--- config.mk ---
export PLATFORM = sky130hd
export DESIGN_NAME = ysyx_23060203_idq
export DESIGN_NICKNAME = d
export VERILOG_FILES = /design/src/rtl/ysyx_23060203_idq_pkg.sv /design/src/rtl/ysyx_23060203_idq_fwd_sel.sv /design/src/rtl/ysyx_23060203_idq.sv
export SDC_FILE = /design/constraint.sdc
export NUM_CORES = 1
export LEC_CHECK = 0
export CAP_MARGIN = 30
export CELL_PAD_IN_SITES_DETAIL_PLACEMENT = 1
export CELL_PAD_IN_SITES_GLOBAL_PLACEMENT = 1
export CORE_UTILIZATION = 36
export CTS_BUF_LIST = sky130_fd_sc_hd__clkbuf_2 sky130_fd_sc_hd__clkbuf_4 sky130_fd_sc_hd__clkbuf_8
export CTS_CLUSTER_SIZE = 24
export DETAILED_ROUTE_END_ITERATION = 8
export GPL_TIMING_DRIVEN = 0
export PLACE_DENSITY_LB_ADDON = 0.25
export SYNTH_ARGS = -nofsm -noshare
export SYNTH_HDL_FRONTEND = slang
export SYNTH_SLANG_ARGS = --single-unit
--- constraint.sdc ---
create_clock -name clock_i -period 12.6 [get_ports clock_i]
set_clock_uncertainty 0.1 [all_clocks]
set_input_delay 2.52 -clock clock_i [delete_from_list [all_inputs] [get_ports clock_i]]
set_output_delay 2.52 -clock clock_i [all_outputs]
set_load 0.1 [all_outputs]
--- src/rtl/ysyx_23060203_idq_pkg.sv ---
// Shared definitions for the decode-side instruction queue: opcodes, branch
// funct3 encodings, default sizing and the branch compare unit.
package ysyx_23060203_idq_pkg;

   localparam int IDQ_DEPTH_DEF = 2;
   localparam int IDQ_NFWD_DEF  = 2;

   localparam logic [6:0] OP_LUI    = 7'b0110111;
   localparam logic [6:0] OP_AUIPC  = 7'b0010111;
   localparam logic [6:0] OP_JAL    = 7'b1101111;
   localparam logic [6:0] OP_JALR   = 7'b1100111;
   localparam logic [6:0] OP_BRANCH = 7'b1100011;
   localparam logic [6:0] OP_LOAD   = 7'b0000011;
   localparam logic [6:0] OP_STORE  = 7'b0100011;
   localparam logic [6:0] OP_RI     = 7'b0010011;
   localparam logic [6:0] OP_RR     = 7'b0110011;
   localparam logic [6:0] OP_SYS    = 7'b1110011;

   localparam logic [2:0] F3_BEQ  = 3'b000;
   localparam logic [2:0] F3_BNE  = 3'b001;
   localparam logic [2:0] F3_BLT  = 3'b100;
   localparam logic [2:0] F3_BGE  = 3'b101;
   localparam logic [2:0] F3_BLTU = 3'b110;
   localparam logic [2:0] F3_BGEU = 3'b111;

   typedef struct packed {
      logic [31:0] pc;
      logic [31:0] inst;
   } idq_entry_t;

   // Branch compare unit; the reserved encodings 010/011 never take.
   function automatic logic bru_taken(input logic [2:0]  f3,
                                      input logic [31:0] a,
                                      input logic [31:0] b);
      logic taken;
      case (f3)
         F3_BEQ:  taken = (a == b);
         F3_BNE:  taken = (a != b);
         F3_BLT:  taken = ($signed(a) <  $signed(b));
         F3_BGE:  taken = ($signed(a) >= $signed(b));
         F3_BLTU: taken = (a <  b);
         F3_BGEU: taken = (a >= b);
         default: taken = 1'b0;
      endcase
      return taken;
   endfunction

endpackage

--- src/rtl/ysyx_23060203_idq_fwd_sel.sv ---
// Priority forwarding mux for one source operand; channel 0 is the youngest
// producer and wins over every other matching channel.
module ysyx_23060203_fwd_sel #(
   parameter int NFWD = 2
) (
   input  logic [4:0]           rs_i,
   input  logic [31:0]          gpr_i,
   input  logic [NFWD-1:0]      fwd_valid_i,
   input  logic [5*NFWD-1:0]    fwd_rd_i,
   input  logic [NFWD-1:0]      fwd_rdy_i,
   input  logic [32*NFWD-1:0]   fwd_val_i,
   output logic [31:0]          val_o,
   output logic                 pending_o
);

   always_comb begin
      val_o     = gpr_i;
      pending_o = 1'b0;
      // Walk from the oldest channel up so the lowest matching index lands last.
      for (int i = NFWD - 1; i >= 0; i--) begin
         if (fwd_valid_i[i] && (rs_i != 5'd0) && (fwd_rd_i[5*i +: 5] == rs_i)) begin
            val_o     = fwd_val_i[32*i +: 32];
            pending_o = ~fwd_rdy_i[i];
         end
      end
   end

endmodule

--- src/rtl/ysyx_23060203_idq.sv ---
// Decode-side instruction queue: circular buffer with operand forwarding,
// RAW stall on the head entry and head-of-queue branch/JALR redirect.
module ysyx_23060203_idq
   import ysyx_23060203_idq_pkg::*;
#(
   parameter int DEPTH = IDQ_DEPTH_DEF,
   parameter int NFWD  = IDQ_NFWD_DEF
) (
   input  logic                    clock_i,
   input  logic                    reset_i,
   input  logic                    flush_i,
   input  logic                    in_valid_i,
   output logic                    in_ready_o,
   input  logic [31:0]             in_pc_i,
   input  logic [31:0]             in_inst_i,
   output logic [4:0]              rs1_o,
   output logic [4:0]              rs2_o,
   input  logic [31:0]             src1_i,
   input  logic [31:0]             src2_i,
   input  logic [NFWD-1:0]         fwd_valid_i,
   input  logic [5*NFWD-1:0]       fwd_rd_i,
   input  logic [NFWD-1:0]         fwd_rdy_i,
   input  logic [32*NFWD-1:0]      fwd_val_i,
   output logic                    out_valid_o,
   input  logic                    out_ready_i,
   output logic [31:0]             out_pc_o,
   output logic [31:0]             out_inst_o,
   output logic [31:0]             out_src1_o,
   output logic [31:0]             out_src2_o,
   output logic                    jump_flush_o,
   output logic [31:0]             jump_dnpc_o,
   output logic [$clog2(DEPTH):0]  count_o
);

   localparam int PW = $clog2(DEPTH);
   localparam int CW = PW + 1;

   idq_entry_t        mem_q [DEPTH];
   logic [DEPTH-1:0]  redir_q, redir_d;
   logic [PW-1:0]     head_q, head_d;
   logic [PW-1:0]     tail_q, tail_d;
   logic [CW-1:0]     count_q, count_d;

   idq_entry_t   head;
   logic         empty, full, enq, deq;
   logic [6:0]   opcode;
   logic [2:0]   funct3;
   logic         is_branch, is_jalr;
   logic         rs1_used, rs2_used, rs1_pend, rs2_pend, raw;
   logic         head_ok, taken, mispredict;
   logic [31:0]  imm_i, imm_b, target;

   assign head   = mem_q[head_q];
   assign empty  = (count_q == '0);
   assign full   = (count_q == CW'(DEPTH));
   assign opcode = head.inst[6:0];
   assign funct3 = head.inst[14:12];
   assign rs1_o  = head.inst[19:15];
   assign rs2_o  = head.inst[24:20];

   ysyx_23060203_fwd_sel #(.NFWD(NFWD)) u_fwd_rs1 (
      .rs_i        (rs1_o),
      .gpr_i       (src1_i),
      .fwd_valid_i (fwd_valid_i),
      .fwd_rd_i    (fwd_rd_i),
      .fwd_rdy_i   (fwd_rdy_i),
      .fwd_val_i   (fwd_val_i),
      .val_o       (out_src1_o),
      .pending_o   (rs1_pend)
   );

   ysyx_23060203_fwd_sel #(.NFWD(NFWD)) u_fwd_rs2 (
      .rs_i        (rs2_o),
      .gpr_i       (src2_i),
      .fwd_valid_i (fwd_valid_i),
      .fwd_rd_i    (fwd_rd_i),
      .fwd_rdy_i   (fwd_rdy_i),
      .fwd_val_i   (fwd_val_i),
      .val_o       (out_src2_o),
      .pending_o   (rs2_pend)
   );

   assign is_branch = (opcode == OP_BRANCH);
   assign is_jalr   = (opcode == OP_JALR);

   // CSR-immediate forms (funct3[2]) and ECALL/EBREAK/MRET (funct3 0) read no rs1.
   assign rs1_used = !((opcode == OP_LUI) || (opcode == OP_AUIPC) || (opcode == OP_JAL) ||
                       ((opcode == OP_SYS) && ((funct3 == 3'b000) || funct3[2])));
   assign rs2_used = is_branch || (opcode == OP_STORE) || (opcode == OP_RR);
   assign raw      = (rs1_used && rs1_pend) || (rs2_used && rs2_pend);

   assign head_ok      = !empty && !raw && !flush_i;
   assign out_valid_o  = head_ok;
   assign out_pc_o     = head.pc;
   assign out_inst_o   = head.inst;

   assign taken      = bru_taken(funct3, out_src1_o, out_src2_o);
   assign mispredict = is_jalr || (is_branch && (taken ^ head.inst[31]));
   assign jump_flush_o = head_ok && mispredict && !redir_q[head_q];

   assign imm_i = {{20{head.inst[31]}}, head.inst[31:20]};
   assign imm_b = {{20{head.inst[31]}}, head.inst[7], head.inst[30:25], head.inst[11:8], 1'b0};

   always_comb begin
      if (is_jalr)
         target = out_src1_o + imm_i;
      else if (head.inst[31])
         target = head.pc + 32'd4;
      else
         target = head.pc + imm_b;
   end
   assign jump_dnpc_o = target & 32'hFFFF_FFFE;

   assign in_ready_o = !full && !flush_i && !jump_flush_o;
   assign enq        = in_valid_i && in_ready_o;
   assign deq        = out_valid_o && out_ready_i;
   assign count_o    = count_q;

   always_comb begin
      head_d  = head_q;
      tail_d  = tail_q;
      count_d = count_q;
      redir_d = redir_q;
      if (flush_i) begin
         count_d = '0;
         tail_d  = head_q;
      end else begin
         if (deq)
            head_d = head_q + 1'b1;
         if (jump_flush_o) begin
            // Drop the wrong path; the head survives until it is accepted.
            tail_d           = head_q + 1'b1;
            count_d          = deq ? CW'(0) : CW'(1);
            redir_d[head_q]  = 1'b1;
         end else begin
            if (enq) begin
               tail_d          = tail_q + 1'b1;
               redir_d[tail_q] = 1'b0;
            end
            case ({enq, deq})
               2'b10:   count_d = count_q + 1'b1;
               2'b01:   count_d = count_q - 1'b1;
               default: count_d = count_q;
            endcase
         end
      end
   end

   always_ff @(posedge clock_i) begin
      if (reset_i) begin
         head_q  <= '0;
         tail_q  <= '0;
         count_q <= '0;
         redir_q <= '0;
      end else begin
         head_q  <= head_d;
         tail_q  <= tail_d;
         count_q <= count_d;
         redir_q <= redir_d;
      end
   end

   always_ff @(posedge clock_i) begin
      if (enq)
         mem_q[tail_q] <= idq_entry_t'{pc: in_pc_i, inst: in_inst_i};
   end

endmodule

==> results of run 1 <==
-- area by class of cell --
| class | instances | area (um^2) | area share |
|---|---|---|---|
| Clock inverter | 13 | 145 | 0.00836 |
| Buffer | 63 | 328 | 0.0189 |
| Antenna cell | 6 | 15.0 | 0.000864 |
| Multi-Input combinational cell | 1012 | 7470 | 0.430 |
| Clock buffer | 19 | 255 | 0.0147 |
| Sequential cell | 135 | 3980 | 0.229 |
| Tap cell | 442 | 553 | 0.0318 |
| Inverter | 71 | 267 | 0.0153 |
| Timing Repair Buffer | 405 | 4350 | 0.250 |
-- worst max-delay path by stage --
stage	start	to	slack (ns)	depth (start not counted)
4_1_cts	fwd_rd_i[8]	jump_dnpc_o[30]	0.85	20
5_1_grt	fwd_rd_i[5]	jump_dnpc_o[30]	0.52	20
6_report	fwd_rd_i[8]	jump_dnpc_o[30]	0.80	20
3_3_place_gp	fwd_rd_i[1]	mem_q[0][22]	-0.46	18
3_5_place_dp	fwd_rd_i[8]	jump_dnpc_o[30]	0.86	20
2_1_floorplan	fwd_rd_i[8]	jump_dnpc_o[30]	0.38	18
-- cell usage in the layout, fill, tap and decap left out, types with 18 or more instances in the layout --
master           count
a21o_1              78
inv_1               70
xor2_1              27
clkbuf_8            18
ha_1                93
nand2_1             59
clkdlybuf4s50_1    383
nor3_1              28
clkbuf_1            33
nor2_1             122
a211oi_1            23
xnor2_1             64
edfxtp_1           128
o21ai_0             33
mux2i_1             87
mux2_2              37
a21oi_1            121
-- routing by layer --
metal / vias to the layer above / GRT usage
met5: - / 0
met4: 0 / 0.124
met3: 75 / 0.0494
met2: 375 / 0.495
met1: 5678 / 0.321
li1: 5614 / -
-- cells in the mapped netlist, types with 23 or more instances --
cell / instances
clkbuf_1: 34
nor2_1: 123
xor2_1: 27
a211oi_1: 23
edfxtp_1: 128
a21oi_1: 121
mux2_2: 37
a21o_1: 78
mux2i_1: 87
nor3_1: 28
xnor2_1: 64
nand2_1: 59
o21ai_0: 33
inv_1: 70
ha_1: 93
-- flip-flops by register name, indices dropped and copies added (netlist names), named ones only --
name,flops
count_o,2
head_q,1
mem_q,128
redir_q,2
tail_q,1
-- kinds of logic (layout without fill, tap and decap cells) --
logic type               count (synthesis)  in the layout  share of synthesized area
adder cells (fa/ha/maj)                 95             95                      0.100
AND/OR/NAND/NOR                        337            337                      0.139
AO/OA/AOI/OAI                          359            359                      0.200
flip-flops                             135            135                      0.331
XOR/XNOR                                91             91                     0.0663
multiplexers                           129            129                      0.114
other                                    1              7                   0.000312
buffers and inverters                  134            571                     0.0493
-- worst register-to-register path: stages, from the launching register on --
cell and delay [ns]:
dfxtp_1 0.33, buf_6 0.17, mux2i_1 0.61, o211a_1 0.32, nor3_1 0.06, o2111ai_1 0.34
clkbuf_1 0.48, clkbuf_1 0.53, nor2_1 0.08, a21oi_1 0.19, inv_1 0.06, ha_1 0.45
nand4_1 0.22, nor4_1 0.58, clkdlybuf4s18_2 0.35, nand2_1 0.09, o21bai_1 0.15, a21oi_1 0.05
or2_2 0.30, nand3b_1 0.11, mux2i_1 0.22, nor3_2 0.09, buf_6 0.16, nor3b_4 0.56
buf_8 0.24, buf_8 0.21
-- per-stage QoR --
step                      utilization  cells  TNS [ns]
final                           0.531   2166         0
after global placement          0.502   2106    -37.13
after floorplan                     -   1281         0
after global routing            0.531   2166         0
after detailed placement        0.518   2128         0
after CTS                       0.531   2160         0
-- power by group --
group          switching [mW]  internal (mW)
Clock                   0.176          0.185
Combinational           0.574          0.294
Sequential            0.00483          0.506
Total                   0.755          0.986
==> impl_metrics.toml, run 1 <==
[drt]
wl_per_cell_um = 22.2
drc = 0
vias = 11700
wl_met2_um = 23900
viasPerCell = 5.42
routed.top_layer = "met4"
totalWireLength_um = 48200
routed-wl-met3_um = 2720
ant_nets = 0
wl_met1_um = 19800
drtIter0Drc = 431
drt_pass1_iterations = 4

[setup_path]
crit_chain = "clkdlybuf4s50_1 -> xor2_1 -> o2111a_1 -> nand2_1 -> buf_1 -> mux2i_1 -> a21oi_1 -> ha_1 -> and3_1 -> a221oi_1 -> o21a_1 -> a2111oi_2 -> a221oi_1 -> o21ai_1 -> a21o_1 -> a21oi_1 -> nand2b_1 -> nor2_1 -> a2111oi_2 -> clkdlybuf4s50_1"
rrSetupSlack_ns = 5.24
cp_max_fo = 10
cp_slowest_cell = "clkdlybuf4s50_1"
crit_required_ns = 9.98
crit_buf_inv = 3
reg2reg_depth = 25
r2r-end = "mem_q[1][16]"
critPathArrivalTime_ns = 9.18
cpPeakStageDelay_ns = 1.20
path_delay_family = "compound AO/OA/AOI/OAI gates"
endpoint_kind = "output pin"
start_kind = "input port"
worstSetupPathType = "in -> out"

[hold_path]
hold_path_class = "reg -> reg"
hold_end = "redir_q[1]"
hold-path-cell-count = 2
worstHoldStart = "redir_q[1]"

[yosys]
synth.distinct_cells = 85
yosysWarnings = 0
seq_area_frac_synth = 0.331
synth_edf_count = 128
synth_top_cell_by_area = "edfxtp_1"
avgSynthCellArea_um2 = 9.39
synthFlopType = "edfxtp_1"
ys_seq_elements = 135
synth_nets = 1587
syn_inst = 1281
postSynth.asyncResetShare = 0
syn-cell-area_um2 = 12000
yosysTopAreaCellShare = 0.320
synth.top_cells.by_area = "edfxtp_1, ha_1, mux2i_1, a21oi_1, a21o_1"

[finish]
final_area_um2 = 17400
final_layout_size_suffix_gt1_frac = 0.0891
fin_nets = 2011
layout-area-overhead-vs-synth_pct = 44.4
fillers = 3760

[timing]
setup_viol = 0
grt_setup_unrepaired = "false"
post-route-period-util = 0.936
drv_slew = 0
fmax_mhz = 84.8
setup_slack_ns = 0.802
hold_viol_final = 0
holdWs_ns = 0.412
slew-limit-headroom = 0.281
worst_pin_slew_ns = 1.07
period_needed_ns = 11.80

[cts]
clockBufferDepth = 2
hold_buffers = 0
clkLatencyLatePin_ns = 0.46
cts_resized = 0
cts_setup_buffers = 0
htreeDepth = 4
root_buffer = "clkbuf_8"
cts.clk_slew.worst_paths_ns = 0.08
cts_sinks = 135
cts-buffers-inserted = 17
cts_tree = "built"

[place]
gp_congestion = 0.882
place_area_um2 = 17000
portBuffers = 383
pre_cts_ws_ns = 0.855
dp_hpwl_um = 40100

[floorplan]
rows = 66
die_x_um = 185
core-area_um2 = 32700
dieHeight_um = 185
dieArea_um2 = 34100
num_io_pins = 386
initial_core_util = 0.368

[status]
status = "finished, final reports clean"

[grt]
grt_pass1_vias = 12400
grt_pass1_wl_um = 70800
grt_max_degree = 41
antenna_found_initial = 6
grt-ovfl-total = 0
track_usage = 0.277

[power_and_ir_drop]
leakage_nw = 7.27
total_power_mw = 1.74
max-vdd-ir-drop_mv = 0.0994
powerDensity_nw_per_um2 = 100

[flow_run]
drv_cap = 0
No activity file was read; power rests on OpenSTA's default activity.
==> run 2, diff against run 1 <==
- RECOVER_POWER: not set -> 100
==> run 2 against run 1 <==
Against the previous run:
- the run now ends with capacitance limit, slew limit left
- sequential share of layout area rose by 0.16 points
- worst setup slack got worse by 0.049 ns
- cell count barely moved
- sequential power barely moved
- core utilization fell by 0.36 points
- sequential cell count did not move
- via count rose by 0.43%
- highest routed layer is now met5
==> impl_metrics.toml, run 2 (synthesis gave the netlist of run 1 again) <==
[drt]
wl_per_cell_um = 22.2
viasPerCell = 5.44
ant_nets = 0
drc = 0
drtIter0Drc = 407
totalWireLength_um = 48100
drt_pass1_iterations = 4
vias = 11800

[setup_path]
endpoint_kind = "output pin"
crit_required_ns = 9.98
cpPeakStageDelay_ns = 1.14
cp_slowest_cell = "clkdlybuf4s50_1"
r2r-end = "mem_q[1][16]"
crit_chain = "clkdlybuf4s50_1 -> and2_0 -> o2111ai_1 -> clkbuf_1 -> mux2i_1 -> a21oi_1 -> inv_1 -> ha_1 -> nand4_1 -> nor4_1 -> clkdlybuf4s25_1 -> nand2_1 -> o21bai_1 -> a21oi_1 -> or2_2 -> nand3b_1 -> mux2i_1 -> nor3_2 -> buf_6 -> nor2b_1 -> clkdlybuf4s50_1"
cp_max_fo = 10
worstSetupPathType = "in -> out"
reg2reg_depth = 24
rrSetupSlack_ns = 3.15
start_kind = "input port"
crit_buf_inv = 6
cp.depth = 21
path_delay_family = "buffers and inverters"
critPathArrivalTime_ns = 9.23

[cts]
hold_buffers = 0
cts_resized = 0
cts.clk_slew.worst_paths_ns = 0.08
cts-buffers-inserted = 17
clkLatencyLatePin_ns = 0.46
root_buffer = "clkbuf_8"
cts_sinks = 135
clockBufferDepth = 2
cts_setup_buffers = 0
htreeDepth = 4
cts_tree = "built"

[grt]
antenna_found_initial = 8
track_usage = 0.277
grt_max_degree = 41
grt-ovfl-total = 0
grt_pass1_vias = 12400
grt_pass1_wl_um = 70800

[floorplan]
dieArea_um2 = 34100
die_x_um = 185
initial_core_util = 0.368
core-area_um2 = 32700
dieHeight_um = 185
rows = 66
num_io_pins = 386

[timing]
finalSetupTns_ns = 0
period_needed_ns = 11.85
drv_slew = 54
post-route-period-util = 0.940
grt_setup_unrepaired = "false"
worst_pin_slew_ns = 1.74
slew-limit-headroom = -0.161
setup_viol = 0
hold_viol_final = 0
fmax_mhz = 84.4

[finish]
layout_commonest_cell = "dlygate4sd3_1"
fillers = 3781
final_layout_size_suffix_gt1_frac = 0.0821
final_area_um2 = 17200
stdcell_count = 2167
largest_reg_flops = 128
regMostFlops = "mem_q"
layout_common_cells = "dlygate4sd3_1, clkdlybuf4s50_1, edfxtp_1"
fin_nets = 2011
layout-area-overhead-vs-synth_pct = 43.4

[place]
dp_hpwl_um = 40100
gp_congestion = 0.882
portBuffers = 383
place_area_um2 = 17000
place_inst = 2128

[hold_path]
hold_path_class = "reg -> reg"
hold_end = "redir_q[1]"
hold-path-cell-count = 2
worstHoldStart = "redir_q[1]"

[power_and_ir_drop]
max-vdd-ir-drop_mv = 0.0990
powerDensity_nw_per_um2 = 99.6
leakage_nw = 7.30
total_power_mw = 1.72

[status]
status = "finished, violations left"
violations = "capacitance limit, slew limit"

[flow_run]
drv_cap = 2
## run 2: tightest hold or removal path, cell delays in order (launching register included)
cell and delay [ns]:
dfxtp_1 0.33, nand3b_1 0.09, nand2_1 0.04
## run 2: metrics by stage
step | util | setup WS [ns] | hold WS (ns)
6_report | 0.527 | 0.753 | 0.402
5_1_grt | 0.527 | 0.305 | 0.429
4_1_cts | 0.531 | 0.850 | 0.404
3_5_place_dp | 0.518 | 0.855 | 0.389
3_3_place_gp | 0.502 | -0.465 | 0.369
2_1_floorplan | - | 0.385 | 0.359
## run 2: power breakdown
group	total (mW)	leakage [nW]	switching [mW]	internal [mW]
Sequential	0.512	1.23	0.00475	0.507
Clock	0.362	0.197	0.177	0.185
Combinational	0.845	5.87	0.571	0.273
## run 2: how the worst max path moves through the flow
| stage | from | end | slack (ns) |
|---|---|---|---|
| floorplan | fwd_rd_i[8] | jump_dnpc_o[30] | 0.38 |
| global placement | fwd_rd_i[1] | mem_q[0][22] | -0.46 |
| detailed placement | fwd_rd_i[8] | jump_dnpc_o[30] | 0.86 |
| CTS | fwd_rd_i[8] | jump_dnpc_o[30] | 0.85 |
| global route | fwd_rd_i[6] | in_ready_o | 0.31 |
| finish | fwd_rd_i[6] | in_ready_o | 0.75 |
## run 2: area by class of cell
| cell class | instances | area, um^2 | area share |
|---|---|---|---|
| multi-input cells | 1012 | 7430 | 0.431 |
| repair buffers | 405 | 4270 | 0.248 |
| flip-flops and latches | 135 | 3980 | 0.231 |
| well taps | 442 | 553 | 0.0321 |
| plain buffers | 63 | 327 | 0.0189 |
| inverters | 71 | 267 | 0.0155 |
| clock buffers | 19 | 255 | 0.0148 |
| clock inverters | 13 | 145 | 0.00841 |
| diodes | 7 | 17.5 | 0.00102 |
## run 2: metal layers
metal	GRT usage	up-vias	share of wire
li1	-	5621	-
met5	0	-	0.00025
met2	0.495	359	0.50
met1	0.321	5735	0.41
met3	0.0494	75	0.055
met4	0.124	2	0.034
